`src/rtl/encoder_pkg.sv`:
```
// encoder_pkg: shared constants for the quadrature-channel tick counter.
//   EDGE_RISE / EDGE_BOTH select the EDGE_MODE of encoder.
//   DEF_* hold the default WIDTH, SYNC_STAGES and FILTER_CYCLES.
//   Optional glitch filter is enabled by defining ENCODER_DEBOUNCE_EN.
`timescale 1ns/1ps
package encoder_pkg;
   localparam int EDGE_RISE         = 0;
   localparam int EDGE_BOTH         = 1;
   localparam int DEF_WIDTH         = 10;
   localparam int DEF_SYNC_STAGES   = 2;
   localparam int DEF_FILTER_CYCLES = 4;
endpackage

```
`src/rtl/encoder_sync_edge.sv`:
```
// encoder_sync_edge: synchronises the raw channel, optionally filters it, and
// detects its edges.
//   clk     in   system clock
//   rst_n   in   synchronous active-low reset
//   q_i     in   raw asynchronous encoder channel
//   rise_o  out  filtered channel rose this cycle
//   fall_o  out  filtered channel fell this cycle
// Macro ENCODER_DEBOUNCE_EN adds a FILTER_CYCLES-long glitch filter after the
// synchroniser; without it the synchronised value feeds the edge detector.
`timescale 1ns/1ps
module encoder_sync_edge
   import encoder_pkg::*;
#(
   parameter int SYNC_STAGES   = DEF_SYNC_STAGES,
   parameter int FILTER_CYCLES = DEF_FILTER_CYCLES
) (
   input  logic clk,
   input  logic rst_n,
   input  logic q_i,
   output logic rise_o,
   output logic fall_o
);
   if (SYNC_STAGES < 2 || FILTER_CYCLES < 1) begin : g_bad_param
      $error("encoder_sync_edge: SYNC_STAGES must be >=2 and FILTER_CYCLES >=1");
   end
   logic [SYNC_STAGES-1:0] sync_q;
   logic                   qs;
   logic                   qf;
   logic                   prev_q;
   always_ff @(posedge clk) begin
      if (!rst_n) sync_q <= '0;
      else        sync_q <= {sync_q[SYNC_STAGES-2:0], q_i};
   end
   assign qs = sync_q[SYNC_STAGES-1];
`ifdef ENCODER_DEBOUNCE_EN
   localparam int CW = FILTER_CYCLES > 1 ? $clog2(FILTER_CYCLES) : 1;
   logic [CW-1:0] run_q, run_d;
   logic          qf_q, qf_d;
   // run_q counts consecutive cycles of disagreement already seen; the
   // FILTER_CYCLES-th disagreeing cycle commits qs and restarts the run.
   always_comb begin
      run_d = '0;
      qf_d  = qf_q;
      if (qs != qf_q) begin
         if (run_q == CW'(FILTER_CYCLES - 1)) qf_d = qs;
         else                                 run_d = run_q + 1'b1;
      end
   end
   always_ff @(posedge clk) begin
      if (!rst_n) begin
         run_q <= '0;
         qf_q  <= 1'b0;
      end else begin
         run_q <= run_d;
         qf_q  <= qf_d;
      end
   end
   assign qf = qf_q;
`else
   assign qf = qs;
`endif
   always_ff @(posedge clk) begin
      if (!rst_n) prev_q <= 1'b0;
      else        prev_q <= qf;
   end
   assign rise_o = qf & ~prev_q;
   assign fall_o = ~qf & prev_q;
endmodule

```
`src/rtl/encoder.sv`:
```
// encoder: counts edges of one quadrature-encoder channel into a wrapping tick count.
//   clk    in   system clock, rising edge
//   rst_n  in   synchronous active-low reset (wins over clr and edges)
//   q0     in   raw encoder channel, asynchronous
//   clr    in   synchronous count clear, drops a same-cycle event
//   TICKS  out  registered tick count, modulo 2^WIDTH
//   ovf    out  one-cycle pulse when TICKS wraps from all-ones to 0
// Macro ENCODER_DEBOUNCE_EN enables the glitch filter in encoder_sync_edge.
`timescale 1ns/1ps
module encoder
   import encoder_pkg::*;
#(
   parameter int WIDTH         = DEF_WIDTH,
   parameter int SYNC_STAGES   = DEF_SYNC_STAGES,
   parameter int EDGE_MODE     = EDGE_RISE,
   parameter int FILTER_CYCLES = DEF_FILTER_CYCLES
) (
   input  logic             clk,
   input  logic             rst_n,
   input  logic             q0,
   input  logic             clr,
   output logic [WIDTH-1:0] TICKS,
   output logic             ovf
);
   logic             rise, fall, ev;
   logic [WIDTH-1:0] ticks_q, ticks_d;
   logic             ovf_q, ovf_d;
   encoder_sync_edge #(
      .SYNC_STAGES  (SYNC_STAGES),
      .FILTER_CYCLES(FILTER_CYCLES)
   ) u_sync_edge (
      .clk   (clk),
      .rst_n (rst_n),
      .q_i   (q0),
      .rise_o(rise),
      .fall_o(fall)
   );
   assign ev = (EDGE_MODE == EDGE_BOTH) ? (rise | fall) : rise;
   always_comb begin
      ticks_d = clr ? '0 : ev ? ticks_q + 1'b1 : ticks_q;
      ovf_d   = ~clr & ev & (&ticks_q);
   end
   always_ff @(posedge clk) begin
      if (!rst_n) begin
         ticks_q <= '0;
         ovf_q   <= 1'b0;
      end else begin
         ticks_q <= ticks_d;
         ovf_q   <= ovf_d;
      end
   end
   assign TICKS = ticks_q;
   assign ovf   = ovf_q;
endmodule

```
`config.mk`:
```
export PLATFORM = sky130hd
export DESIGN_NAME = encoder
export DESIGN_NICKNAME = d
export VERILOG_FILES = /design/src/rtl/encoder_pkg.sv /design/src/rtl/encoder_sync_edge.sv /design/src/rtl/encoder.sv
export SDC_FILE = /design/constraint.sdc
export NUM_CORES = 1
export LEC_CHECK = 0
export CORE_AREA = 2 2 39 41
export CTS_CLUSTER_DIAMETER = 60
export DETAILED_ROUTE_END_ITERATION = 6
export DIE_AREA = 0 0 41 43
export PLACE_DENSITY = 0.72
export SYNTH_ARGS = -nofsm -noshare
export SYNTH_HDL_FRONTEND = slang
export SYNTH_HIERARCHICAL = 1
export SYNTH_SLANG_ARGS = --single-unit
export TNS_END_PERCENT = 30
```
`constraint.sdc`:
```
create_clock -name clk -period 1.7 [get_ports clk]
set_input_delay 0.425 -clock clk [delete_from_list [all_inputs] [get_ports clk]]
set_output_delay 0.425 -clock clk [all_outputs]
set_load 0.02 [all_outputs]
```
[Word level (Yosys, flattened, before mapping)]
Cells that the tools add are included.
Operators by class
  add/sub/neg operators: 1
  reduce and logical (&&, ||, !) cells: 2
  bitwise operators: 6
Operators with widths (count)
  $add 10x1->10 const B: 1
  $reduce_and 10->1: 1
  $and 1x1->1: 3
  $not 1->1: 3
  $reduce_or 2->1: 1
Storage, ports and cells
  flip-flop bits (word level): 14
  output and inout bits: 11

[Logic depth before layout (Yosys ltp)]
  depth in word-level cells: 4
  gate-level depth with buffers: 5
  gate-level depth less buffers: 4

[By module]
The synthesis kept the hierarchy.
Modules (own cells, without submodules)
  encoder: cells an instance 53, area each 478.0 µm², times used 1
  encoder_sync_edge: cells an instance 8, area each 91.3 µm², times used 1

[Worst setup path after synthesis]
Ideal clock, no wire load.
  kind: register -> register
  start point: reg ticks_q[0] (netlist: TICKS[0])
  end point: reg ticks_q[6] (netlist: TICKS[6])
  setup slack: 0.243 ns
  period minus slack after synthesis: 1.457 ns
  cell stages (with the launch flop): 5
  data arrival time: 1.387 ns
  library setup time: 0.070 ns
  buffers on the path: 0
  cells stage by stage: dfxtp_1 ha_1 nand4_1 or3_1 a21oi_1
Between the ends
  word-level cells in the longest chain between the ends: 1
RTL lines
  start, declared: RTL line encoder.sv:26  | logic [WIDTH-1:0] ticks_q, ticks_d;
  start signal, assigned: RTL line encoder.sv:48  | ticks_q <= ticks_d;
  $add 10x1->10: RTL line encoder.sv:40  | ticks_d = clr ? '0 : ev ? ticks_q + 1'b1 : ticks_q;
No other way between the ends.
A chain may end at the register's enable or synchronous reset.

[Final worst setup path]
  start point: reg ticks_q[9] (netlist: TICKS[9])
  end point: out TICKS[9]
RTL lines
  end, declared: RTL line encoder.sv:22  | output logic [WIDTH-1:0] TICKS,
No word-level cell between the ends.

==> results.cfg <==
[global_route]
use_met3 = 0.0471
grt_pass1_wl_mm = 1.73
met1_usage = 0.181
grt_max_degree = 10
busiest_layer = met2
grt_pass1_vias = 443
grtUsageMet2 = 0.216
antenna_found_initial = 0
gr-total-overflow = 0
track_usage = 0.147

[cts]
cts_buffer_depth = 2
htree_levels = 1
post-cts-setup-buffers = 0
cts_inserted_buffers = 3
ctsHoldBuffers = 0
cts_tree = done
clkSlewWorstSetupHoldPaths_ps = 80
clk_latency_ps = 270
cts-root-buf = clkbuf_4
clock_sinks = 14

[critical_path]
worstPathRequired_ps = 1270
critPathMaxFanout = 3
reg2reg_depth = 4
critical_path.endpoint_type = output pin
rrSetupSlack_ps = 170
cp-start-kind = flip-flop
cp_top_family = buffers and inverters
cp_slowest_cell = clkdlybuf4s50_1
r2r_end = TICKS[7]
slowest_delay_ps = 610
worst-path-buf-inv = 1
worstSetupPathType = reg -> out
worstReg2RegStart = u_sync_edge/sync_q[1]
cp.arrival_ps = 1220
path_cells = clkdlybuf4s50_1

[routing]
num_vias = 478
firstDrtPassIters = 4
drtAntennaViolNets = 0
drtIter0Drc = 4
routed_wl_mm = 1.00
drcViolationCount = 0
routedWlPerCell_um = 10.8
post_drt_via_cell_ratio = 5.14

[worst_hold_path]
hp-class = reg -> reg
worstHoldStart = u_sync_edge/sync_q[0]
holdPathEnd = u_sync_edge/sync_q[1]
whs_path_depth = 1

[sta]
setup_viol = 0
clock_skew_ps = 4.69
fin_crit_sh = 0.966
min_period_ps = 1640
maxSlewHeadroom = 0.765
rsz0062_at_grt = false
tightest_slew_ps = 352
report.final.slew_viol_count = 0
max_freq_mhz = 609
final.setup.tns_ps = 0
hold_viol_final = 0

[synth]
syn_avg_cell_area_um2 = 9.38
ys_warn_count = 6
synth_area_um2 = 563
syn_nets = 65
netlist_instances = 60

[pwr]
leakagePower_uw = 0.000301
peakVddDrop_v = 0.000382
power.total_uw = 533
power_per_cell_area_nw_per_um2 = 718

[status]
status = completed

[die]
start_util = 0.407
io_pins = 15
dieArea_um2 = 1760
core_region_area_um2 = 1380
die_y_um = 43
row_count = 14
die_w_um = 41

[cells_and_area]
num-nets-final = 84
antenna_cells = 0
syn2layout_area_growth_pct = 31.8
finalNonFillerCells = 93
drive_gt1_frac = 0.0779

[place]
dp.cells = 90
gp_congestion = 0.763
dp_hpwl_um = 775
place.port_buffers = 14

[run]
drv_cap = 0
-- state kept, by name (all words and copies together), names as in the netlist --
register and cells:
TICKS 10, ovf 1, u_sync_edge/prev_q 1, u_sync_edge/sync_q 2
-- final cells by class --
class,instances,area [µm²]
well taps,16,20.0
inverters,2,7.51
fillers,139,642
flip-flops and latches,14,280
multi-input cells,42,264
clock buffers,3,22.5
repair buffers,16,148
-- metal layers --
layer	wire length, µm	vias up
met3	74	4
li1	-	245
met4	23	0
met2	452	17
met5	0	-
met1	451	212
-- layout by cell type, fill, tap and decap left out --
cell type,n
nand3_2,1
nor2b_1,2
nand3_1,1
xnor2_1,2
clkdlybuf4s50_1,5
xor2_1,2
ha_1,1
o31ai_1,2
nor2_1,5
dlygate4sd2_1,8
or3_1,2
or4_1,2
and2_1,3
nand2b_1,2
dlymetal6s2s_1,1
nand2_1,4
clkbuf_4,3
mux2i_1,2
nand4_1,3
o21ai_0,2
dfxtp_1,14
inv_1,2
nor4_1,2
a21oi_1,4
buf_4,2
-- stage by stage --
stage               hold slack, ps  worst slack [ps]  cell area (µm²)  utilization
floorplan                      412               243              563            -
global placement               417               228              727        0.525
detailed placement             423               191              727        0.525
CTS                            440              2.14              739        0.534
global route                   458              15.1              742        0.536
finish                         430              57.0              742        0.536
-- worst max-delay path by stage --
| stage | slack, ps | endpoint | cells past startpoint | startpoint |
|---|---|---|---|---|
| after floorplan | 240 | TICKS[6] | 4 | TICKS[0] |
| after global placement | 230 | ovf | 4 | rst_n |
| after detailed placement | 190 | ovf | 4 | rst_n |
| after CTS | 2 | TICKS[8] | 1 | TICKS[8] |
| after global routing | 20 | TICKS[7] | 4 | u_sync_edge/sync_q[1] |
| final | 60 | TICKS[9] | 1 | TICKS[9] |
-- timing repair --
action | CTS | global route
setup endpoints to repair | 8 | 1
endpoints found under the hold margin | 0 | 0
gates cloned | 0 | 0
gates resized for setup | 8 | 1
pin swaps | 0 | 0
-- power by group --
group	leakage [µW]	total [µW]	switching [µW]	internal, µW
combinational	0.000174	22.8	10.1	12.7
sequential	0.000113	333	1.68	331
clock	0.0000138	177	95.1	81.9
(Power assumes the default switching activity.)
